File: config.mk
export PLATFORM = sky130hd
export DESIGN_NAME = and_gate_bist
export DESIGN_NICKNAME = d
export VERILOG_FILES = /design/src/rtl/and_gate_bist.sv
export SDC_FILE = /design/constraint.sdc
export NUM_CORES = 1
export LEC_CHECK = 0
export CORE_MARGIN = 4
export CORE_UTILIZATION = 50
export DETAILED_ROUTE_END_ITERATION = 6
export PLACE_DENSITY = 0.75
export SYNTH_ARGS = -nofsm -noshare
export SYNTH_HDL_FRONTEND = slang
export SYNTH_SLANG_ARGS = --single-unit
File: constraint.sdc
create_clock -name clk -period 3.6 [get_ports clk]
set_clock_uncertainty 0.1 [all_clocks]
set_input_delay 0.36 -clock clk [delete_from_list [all_inputs] [get_ports clk]]
set_output_delay 0.36 -clock clk [all_outputs]
set_load 0.02 [all_outputs]
File: src/rtl/and_gate_bist.sv
// Self-test driver and response checker for the registered two-input AND cell.
// Optional first-failure capture outputs are enabled by defining AND_GATE_BIST_FAIL_CAPTURE_EN.
module and_gate_bist #(
  parameter int NUM_PASSES = 1,
  parameter int ERR_W      = 8
) (
  input  logic             clk,
  input  logic             reset,
  input  logic             start,
  output logic             a,
  output logic             b,
  input  logic             y,
  output logic             busy,
  output logic             done,
  output logic             pass,
  output logic [ERR_W-1:0] err_count
`ifdef AND_GATE_BIST_FAIL_CAPTURE_EN
  ,
  output logic [1:0]       first_fail_vec,
  output logic             first_fail_valid
`endif
);

  // state | meaning
  // IDLE  | a=b=0, waiting for start
  // RUN   | driving vector idx[1:0] each cycle
  // DRAIN | a=b=0 while the last response is checked
  // DONE  | one-cycle done pulse, pass valid

  localparam int N     = 4 * NUM_PASSES;
  localparam int IDX_W = $clog2(N);
  localparam logic [IDX_W-1:0] LAST_IDX = IDX_W'(N - 1);

  typedef enum logic [1:0] {IDLE, RUN, DRAIN, DONE} state_t;

  state_t           state;
  logic [IDX_W-1:0] idx;
  logic [IDX_W-1:0] idx_inc;
  logic             exp_q;
  logic             exp_v;
  logic             mismatch;
  logic [ERR_W-1:0] err_next;

`ifdef AND_GATE_BIST_FAIL_CAPTURE_EN
  logic [1:0]       exp_vec;
`endif

  assign idx_inc  = idx + IDX_W'(1);
  assign mismatch = exp_v && (y != exp_q);

  // saturating increment; never wraps
  always_comb begin
    err_next = err_count;
    if (mismatch && (err_count != {ERR_W{1'b1}}))
      err_next = err_count + ERR_W'(1);
  end

  always_ff @(posedge clk or posedge reset) begin
    if (reset) begin
      state     <= IDLE;
      idx       <= '0;
      a         <= 1'b0;
      b         <= 1'b0;
      busy      <= 1'b0;
      done      <= 1'b0;
      pass      <= 1'b0;
      err_count <= '0;
      exp_q     <= 1'b0;
      exp_v     <= 1'b0;
`ifdef AND_GATE_BIST_FAIL_CAPTURE_EN
      exp_vec          <= 2'b00;
      first_fail_vec   <= 2'b00;
      first_fail_valid <= 1'b0;
`endif
    end else begin
      exp_q     <= a & b;
      exp_v     <= (state == RUN);
      done      <= 1'b0;
      err_count <= err_next;
`ifdef AND_GATE_BIST_FAIL_CAPTURE_EN
      exp_vec <= {a, b};
      if (mismatch && !first_fail_valid) begin
        first_fail_vec   <= exp_vec;
        first_fail_valid <= 1'b1;
      end
`endif
      case (state)
        IDLE: begin
          if (start) begin
            state     <= RUN;
            idx       <= '0;
            a         <= 1'b0;
            b         <= 1'b0;
            busy      <= 1'b1;
            err_count <= '0;
`ifdef AND_GATE_BIST_FAIL_CAPTURE_EN
            first_fail_vec   <= 2'b00;
            first_fail_valid <= 1'b0;
`endif
          end
        end
        RUN: begin
          if (idx == LAST_IDX) begin
            state <= DRAIN;
            a     <= 1'b0;
            b     <= 1'b0;
          end else begin
            idx    <= idx_inc;
            {a, b} <= idx_inc[1:0];
          end
        end
        DRAIN: begin
          // final response is checked on this edge, so pass uses err_next
          state <= DONE;
          busy  <= 1'b0;
          done  <= 1'b1;
          pass  <= (err_next == '0);
        end
        DONE: begin
          state <= IDLE;
        end
        default: state <= IDLE;
      endcase
    end
  end

endmodule

### Yosys cells after proc, flatten, opt, wreduce, memory -nomap -nowiden

Index checks and enable logic that the tools add are counted.

* $add $sub $neg: 2
* equality and inequality tests: 9
* multiplexer cells: 17
* bitwise operators: 1
* reduce and logical (&&, ||, !) cells: 10

Operator list (number)
* two-way mux 8 bit: 3
* adder 8 x 1 -> 8 bit, second input constant: 1
* logical NOT 8 bit: 1
* two-way mux 2 bit: 4
* != test 8 bit, second input constant: 1
* case mux 2 bit (4 select lines): 1
* == test 2 bit, second input constant: 3
* case mux 1 bit (2 select lines): 3
* AND reduction 2 bit: 3
* two-way mux 1 bit: 5
* != test 2 bit, second input constant: 2
* case mux 2 bit (2 select lines): 1
* nonzero test 2 bit: 2
* AND reduction 3 bit: 1
* adder 2 x 1 -> 2 bit, second input constant: 1
* == test 2 x 1 -> 1 bit, second input constant: 1
* logical AND 1 bit: 2
* logical NOT 2 bit: 1
* != test 2 x 1 -> 1 bit, second input constant: 1
* bitwise AND 1 bit: 1
* != test 1 bit: 1

* register bits: 19
* input bits: 4
* word-level logic and storage cells: 49

### Logic depth before layout (Yosys ltp)

Gate-level depths: netlist of the first run.

* depth after elaboration: 6
* depth in mapped cells: 7

### Least setup slack after synthesis of the first run

Ideal clock, no wire load.

* kind: reg2reg
* start: register err_count[0]
* end: register pass
* setup time: 127 ps
* data arrival time: 1606 ps
* slack: 1767 ps
* cell stages (with the launch flop): 8
* path buffers: 1
* clock period less this slack: 1833 ps
* path through: dfrtp_1 > ha_1 > nand3_2 > o211a_1 > buf_6 > and3b_1 > o211ai_1 > o22ai_1

* word-level cells in the longest chain between the ends: 4

RTL lines
* start, declared: line 16 `output logic [ERR_W-1:0] err_count`
* start signal, assigned: line 79 `err_count <= err_next;`
* branches (longest 2 deep; another with adder 8 x 1 -> 8 bit)
* two-way mux 8 bit *: line 54 `if (mismatch && (err_count != {ERR_W{1'b1}}))`
* logical NOT 8 bit *: line 117 `pass <= (err_next == '0);`
* end signal, assigned: line 117
* end, declared: line 15 `output logic pass,`

Every way passes the cells marked *.
A chain may end at the register's enable or synchronous reset.

### Worst setup path in the final report of the first run

* start: register err_count[4]
* end: output port err_count[4]

No word-level cell between the ends.

==> impl_metrics.ini, run 1 <==
[outcome]
status = completed

[logic_synthesis]
yosys.area.top_type = dfrtp_1
yosysUniqueCellTypes = 37
synth_warnings = 0
netlist_instances = 104
synth_nets = 113
syn_area_um2 = 1042
ys_ff_latch = 19
netlist.area_leader.share_pct = 45.62
ys_top_cells_by_area = dfrtp_1 (46%), ha_1 (6.0%), mux2i_1 (3.8%)
synth_seq_area_share_pct = 45.62
avgSynthCellArea_um2 = 10.02

[floorplanning]
core_um2 = 1962
dieArea_um2 = 2879
rows = 16
io_pins = 17
die_x_um = 53.66
start_util_pct = 53.13
fp.dieH_um = 53.66

[worst_setup_path]
crit_arrival_ps = 1510
worst-path-buf-inv = 1
path_max_fanout = 10
crit_chain = clkdlybuf4s50_1
critPathCaptureType = output pin
cp_slowest_stage_delay_ps = 670
startpoint_type = flop
path_delay_family = buffers and inverters
path_class = reg2out
slowest_stage = clkdlybuf4s50_1
required_ps = 3140

[clock_network]
clock_path_buffers = 2
clk_latency_ps = 290
clock-sinks = 19
hold_buffers = 0
path_clk_slew_ps = 110
htree_levels = 1
cts_setup_buffers = 0
root_buffer = clkbuf_4
cts_buffers = 3
cts_tree = done
cts_resized = 0

[min_path]
hp-class = in2async

[pwr]
p_leak_nw = 0.5437
p_switching_mw = 0.3700
p_int_mw = 0.5307
peakVddDrop_mv = 0.4425
power_mw = 0.9007
switching_share_pct = 41.08
p_per_area_nw_per_um2 = 728.6
seqPwrFrac_pct = 39.6
combPwrFrac_pct = 48.7
clkPwrFrac_pct = 11.6

[grt]
use_met3_pct = 3.047
globalRouteTotalUtil_pct = 16.76
gr-usage-met1_pct = 18.53
grt_max_degree = 20
grt_overflow_total = 0
use_met2_pct = 28.98
grt_pass1_wl_mm = 3.408
grt_busiest_layer = met2
antenna_found_initial = 0
grt_pass1_vias = 780

[routing]
drt_first_pass_iters = 4
wirelength_mm = 2.033
viasPerCell = 5.571
drc = 0
routedWlPerCell_um = 13.83
drtAntennaViolNets = 0
via_count = 819
first_iter_violations = 12

[finish]
layout.nets = 130
diodes = 0
area_growth_pct = 18.61
layout-drive-gt1-share_pct = 7.500

[timing]
worstMarginPinSlew_ps = 716.6
finalSetupViolations = 0
slew_viol_final = 0
slew_headroom_pct = 52.17
holdWs_ps = 373.1
timing.fmax_mhz = 508.1
grt_setup_unrepaired = false
hold_viol = 0
worst_slack_ps = 1632
period_share_pct = 54.67
tns_ps = 0
period_needed_ps = 1968

[flow_run]
cap_violations = 0

[placed_design]
pre_cts_ws_ps = 1545
gp_congestion = 0.7775
hpwl_mm = 1.522
portBuffers = 16
[cell families after synthesis]
kind of cell    count (synthesis)  synth area share, %
simple gates                   36                18.61
flops                          19                45.62
buf+inv                        10                4.801
mux                             4                3.842
compound gates                 24                16.09
xor+xnor                        6                5.043
fa+ha+maj                       5                6.002
[per-layer routing]
metal	vias up	share of wire (%)
met3	4	5.7
li1	409	-
met2	26	49
met1	380	43
met4	0	1.6
met5	-	0
[worst register-to-register path, cell delays in order, from the launching register on]
cell,delay (ps)
dfrtp_1,480
ha_1,250
nand3_2,100
o211a_1,350
and3b_1,210
o211ai_1,170
o22ai_1,90
[power groups by stage]
stage               combinational [mW]  sequential [mW]  clock (mW)
floorplan                        0.274            0.392           0
global placement                 0.432            0.358           0
detailed placement               0.442            0.363           0
CTS                              0.444            0.358       0.110
global route                     0.490            0.371       0.121
finish                           0.439            0.357       0.105
[synthesized netlist by cell type]
cell	number
o32a_1	1
clkbuf_2	1
and2_1	2
buf_6	1
nor3b_1	1
a22oi_1	2
and3b_1	1
a32oi_1	2
nor2_1	10
nand2_1	6
nand3_1	1
nor2b_1	1
xor2_1	3
dfrtp_1	19
and3_1	1
buf_4	1
a21oi_1	5
and2b_2	1
o221ai_1	1
o21ai_0	5
o32a_2	1
nand4_1	6
mux2i_1	4
a31o_2	1
a21o_1	1
and4_2	1
o211a_1	1
xnor2_1	3
nand2b_1	1
ha_1	5
nor3_1	3
o22ai_1	1
o211ai_1	1
nand3_2	1
a211oi_1	2
clkbuf_1	1
inv_1	6
[flip-flops by register name, indices dropped and copies added (netlist names)]
| signal | cells |
|---|---|
| exp_v | 1 |
| exp_q | 1 |
| state | 2 |
| err_count | 8 |
| idx | 2 |
| b | 1 |
| done | 1 |
| a | 1 |
| busy | 1 |
| pass | 1 |
[metrics by stage]
stage / instance area [um^2] / utilization, % / cells
2_1_floorplan: 1042 / - / 104
3_3_place_gp: 1209 / 61.61 / 143
3_5_place_dp: 1209 / 61.61 / 143
4_1_cts: 1236 / 63.01 / 147
5_1_grt: 1236 / 63.01 / 147
6_report: 1236 / 63.01 / 147
[final timing paths]
path,start,endpoint,slack (ps),cells after the start
worst max-delay path,err_count[4],err_count[4],1630,1
worst min-delay path,reset,done,370,2
worst max register to register,err_count[0],pass,1750,6
worst min register to register,busy,busy,440,2
max in group asynchronous,reset,idx[1],2570,2
min in group clk,busy,busy,440,2
[cells in the final DEF (no fill, tap or decap), types with 2 or more instances in the layout]
master            n
and2_1            2
xnor2_1           3
nor2_1           10
dfrtp_1          19
a32oi_1           2
inv_1             6
clkbuf_4          3
mux2i_1           4
a22oi_1           2
nor3_1            3
nand4_1           6
xor2_1            3
clkdlybuf4s50_1  16
nand2_1           6
o21ai_0           5
a21oi_1           5
ha_1              5
a211oi_1          2
[cell type report]
type                       count  area, um^2
fill                         186       725.7
multi-input combinational     75       516.7
sequential                    19       475.5
timing repair buffer          16       160.2
tap                           27       33.78
clock buffer                   3       22.52
inverter                       6       22.52
clock inverter                 1       5.005
Note: power is estimated with default switching activity, not from simulation.
==> inputs of run 2 (changes only) <==
--- a/config.mk
+++ b/config.mk
@@ -6,9 +6,9 @@
 export NUM_CORES = 1
 export LEC_CHECK = 0
 export CORE_MARGIN = 4
-export CORE_UTILIZATION = 50
+export CORE_UTILIZATION = 46
 export DETAILED_ROUTE_END_ITERATION = 6
-export PLACE_DENSITY = 0.75
+export PLACE_DENSITY = 0.73
 export SYNTH_ARGS = -nofsm -noshare
 export SYNTH_HDL_FRONTEND = slang
 export SYNTH_SLANG_ARGS = --single-unit
==> constraint.sdc (replaced) <==
create_clock -name clk -period 1.6 [get_ports clk]
set_clock_uncertainty 0.1 [all_clocks]
set_input_delay 0.16 -clock clk [delete_from_list [all_inputs] [get_ports clk]]
set_output_delay 0.16 -clock clk [all_outputs]
set_load 0.02 [all_outputs]
==> impl_metrics.ini, run 2 (synthesis results as in run 1) <==
[clock_network]
clk_latency_ps = 290
path_clk_slew_ps = 100
htree_levels = 1
clock-sinks = 19
cts_buffers = 3
root_buffer = clkbuf_4
clock_path_buffers = 2
cts_tree = done
hold_buffers = 0

[pwr]
switching_share_pct = 39.97
p_leak_nw = 0.7302
peakVddDrop_mv = 0.9866
combPwrFrac_pct = 53.0
p_int_mw = 1.319
seqPwrFrac_pct = 36.3
clkPwrFrac_pct = 10.7
p_per_area_nw_per_um2 = 1498
p_switching_mw = 0.8780
power_mw = 2.197

[finish]
area_growth_pct = 40.70
final_cell_mix = buf_4 (23), dfrtp_1 (15), nor2_1 (8), dlygate4sd2_1 (7)
top_regs = err_count (8), idx (2), state (2)
layout.nets = 154
stdcell_count = 171
layout-drive-gt1-share_pct = 31.25
diodes = 0
utilization_pct = 71.12
stdcell_area_um2 = 1466
layout.cells.most_common = buf_4
fillers = 169
largest_reg_flops = 8
top_register = err_count

[grt]
globalRouteTotalUtil_pct = 14.93
grt_pass1_vias = 901
antenna_found_initial = 0
grt_max_degree = 20
grt_overflow_total = 0
grt_pass1_wl_mm = 3.739

[placed_design]
placedCellCount = 159
pre_cts_ws_ps = -228.1
dpl_cell_area_um2 = 1346
gp_congestion = 0.8161
portBuffers = 16
hpwl_mm = 1.683

[worst_setup_path]
ff2ff_path_depth = 6
required_ps = 1710
critPathCaptureType = flop
crit_arrival_ps = 1710
path_max_fanout = 6
startpoint_type = flop
path_class = reg2reg

[routing]
via_count = 921
routedWlPerCell_um = 12.99
drt_first_pass_iters = 4
drc = 0
drtAntennaViolNets = 0
viasPerCell = 5.386
first_iter_violations = 10
wirelength_mm = 2.221

[timing]
worst_slack_ps = 2.351
timing.fmax_mhz = 625.9
period_share_pct = 99.85
holdWs_ps = 71.05
worstMarginPinSlew_ps = 251.4
slew_headroom_pct = 83.16
finalSetupViolations = 0
slew_viol_final = 0
grt_setup_unrepaired = true
period_needed_ps = 1598
hold_viol = 0
tns_ps = 0

[min_path]
hp-class = in2async

[floorplanning]
die_x_um = 55.60
core_um2 = 2062
start_util_pct = 50.55
io_pins = 17
rows = 16
fp.dieH_um = 55.60
dieArea_um2 = 3091

[outcome]
status = completed

[flow_run]
cap_violations = 0
run 2: metal layers:
layer  global-route usage, %  vias up  wire, um
met5                       0        -         0
met4                   7.292        0        27
li1                        -      458         -
met2                   27.20       20      1161
met3                   3.480        4        86
met1                   15.97      439       945
run 2: final cells by class:
| cell class | count | area, um^2 | share of cell area (%) |
|---|---|---|---|
| repair buffers | 40 | 342.8 | 23.38 |
| well taps | 27 | 33.78 | 2.304 |
| inverters | 6 | 22.52 | 1.536 |
| multi-input cells | 75 | 560.5 | 38.23 |
| flip-flops and latches | 19 | 480.5 | 32.76 |
| clock buffers | 4 | 26.28 | 1.792 |
run 2: worst paths after layout:
path / start / endpoint / slack, ps
setup reg to reg: err_count[1] / pass / 2
min in group clk: busy / busy / 420
max in group asynchronous: reset / err_count[4] / 1110
setup / recovery: err_count[1] / pass / 2
hold reg to reg: busy / busy / 420
hold / removal: reset / idx[1] / 70
run 2: worst max-delay path: stages (launching register included):
cell and delay [ps]:
dfrtp_2 440, buf_4 160, and4_2 220, nand4_1 110, mux2i_1 260, o211ai_1 120, o22ai_1 120
run 2: power by group through the flow:
stage / Sequential (mW) / Combinational (mW) / Clock, mW
floorplan: 0.895 / 0.624 / 0
global placement: 0.804 / 1.09 / 0
detailed placement: 0.814 / 1.14 / 0
CTS: 0.805 / 1.13 / 0.247
global route: 0.816 / 1.30 / 0.275
finish: 0.798 / 1.16 / 0.236
run 2: timing repair:
action	CTS	global route
pin swaps	1	2
setup buffers	1	7
endpoints found under the setup margin	9	10
gates resized for setup	9	10
==> inputs of run 3 (changes only) <==
--- a/config.mk
+++ b/config.mk
@@ -9,6 +9,7 @@
 export CORE_UTILIZATION = 46
 export DETAILED_ROUTE_END_ITERATION = 6
 export PLACE_DENSITY = 0.73
+export REMOVE_ABC_BUFFERS = 1
 export SYNTH_ARGS = -nofsm -noshare
 export SYNTH_HDL_FRONTEND = slang
 export SYNTH_SLANG_ARGS = --single-unit
==> impl_metrics.ini, run 3 (synthesis results as in run 1) <==
[pwr]
p_per_area_nw_per_um2 = 1572
p_switching_mw = 0.9445
clkPwrFrac_pct = 10.8
combPwrFrac_pct = 54.7
p_leak_nw = 0.7096
switching_share_pct = 41.66
peakVddDrop_mv = 1.058
seqPwrFrac_pct = 34.5
p_int_mw = 1.323

[placed_design]
placedCellCount = 159
dpl_cell_area_um2 = 1329
pre_cts_ws_ps = -249.7
hpwl_mm = 1.846
gp_congestion = 0.8597
portBuffers = 16

[timing]
period_needed_ps = 1619
period_share_pct = 101.2
worstMarginPinSlew_ps = 273.9
finalSetupViolations = 2
grt_setup_unrepaired = true
slew_headroom_pct = 81.65
hold_viol = 0
slew_viol_final = 0
worst_slack_ps = -18.74
timing.fmax_mhz = 617.8
holdWs_ps = 62.51

[finish]
final_cell_mix = buf_4 (19), dfrtp_1 (18), nor2_1 (9), dlygate4sd2_1 (9)
layout.nets = 150
utilization_pct = 69.96
largest_reg_flops = 8
layout.cells.most_common = buf_4
area_growth_pct = 38.41
top_register = err_count
stdcell_area_um2 = 1443
layout-drive-gt1-share_pct = 28.57
stdcell_count = 167
diodes = 0
fillers = 171
top_regs = err_count (8), idx (2), state (2)

[grt]
grt_overflow_total = 0
grt_pass1_vias = 967
grt_max_degree = 20
antenna_found_initial = 0
grt_pass1_wl_mm = 4.050
globalRouteTotalUtil_pct = 16.49

[routing]
drt_first_pass_iters = 4
drtAntennaViolNets = 0
first_iter_violations = 10
routedWlPerCell_um = 15.51
wirelength_mm = 2.590
via_count = 949
viasPerCell = 5.683
drc = 0

[worst_setup_path]
ff2ff_path_depth = 7
r2r-end = err_count[1]
path_max_fanout = 6
path_class = reg2reg
startpoint_type = flop
crit_arrival_ps = 1720
r2r_start = err_count[0]
reg2reg_slack_ps = -20
cp-startpoint = err_count[0]
critPathCaptureType = flop
required_ps = 1700

[floorplanning]
start_util_pct = 50.55
fp.dieH_um = 55.60
core_um2 = 2062
dieArea_um2 = 3091
rows = 16
io_pins = 17
die_x_um = 55.60

[clock_network]
hold_buffers = 0
cts_buffers = 3
clock-sinks = 19
cts_tree = done
htree_levels = 1
root_buffer = clkbuf_4
path_clk_slew_ps = 110
clock_path_buffers = 2
clk_latency_ps = 300

[outcome]
failed_checks = setup timing
status = finished with violations

[flow_run]
cap_violations = 0

[min_path]
hp-class = in2async
## run 3: what timing repair did
action / 4_1_cts / 5_1_grt
pin swaps: 3 / 10
setup buffers: 2 / 2
endpoints found under the setup margin: 13 / 9
resized for setup: 15 / 13
## run 3: critical path, stage by stage (launching register included)
cell and delay (ps):
dfrtp_1 370, ha_2 220, nand3_2 90, o211a_4 290, buf_6 130, buf_4 120, mux2i_1 130, nor2_1 50
## run 3: final cells by class
cell class / instances / area (um^2) / share of cell area [%]
Sequential cell: 19 / 476.7 / 33.04
Clock inverter: 1 / 5.005 / 0.3469
Clock buffer: 3 / 22.52 / 1.561
Inverter: 6 / 22.52 / 1.561
Tap cell: 27 / 33.78 / 2.342
Timing Repair Buffer: 36 / 307.8 / 21.34
Multi-Input combinational cell: 75 / 574.3 / 39.81
## run 3: stage by stage
stage          setup TNS, ps  total power [mW]
2_1_floorplan         -764.2             1.469
3_3_place_gp          -881.7             1.889
3_5_place_dp           -1254             1.948
4_1_cts                    0             2.199
5_1_grt               -304.1             2.433
6_report              -32.65             2.267
## run 3: worst max-delay path by stage
stage	endpoint	slack, ps	depth (start not counted)
finish	err_count[1]	-20	7
floorplan	pass	-220	6
global placement	pass	-190	6
CTS	busy	3	1
global route	pass	-90	7
detailed placement	pass	-250	6
## run 3: power groups by stage
stage	Combinational, mW	Clock [mW]	Sequential [mW]
finish	1.24	0.245	0.782
global route	1.36	0.280	0.797
CTS	1.17	0.256	0.773
detailed placement	1.16	0	0.789
global placement	1.11	0	0.779
floorplan	0.577	0	0.892
## run 3: layer usage
metal	wire (um)	track usage, %	share of wire (%)	vias up
li1	-	-	-	452
met1	1043	17.13	40	478
met2	1429	30.24	55	12
met3	67	3.248	2.6	7
met4	49	9.722	1.9	0
met5	0	0	0	-
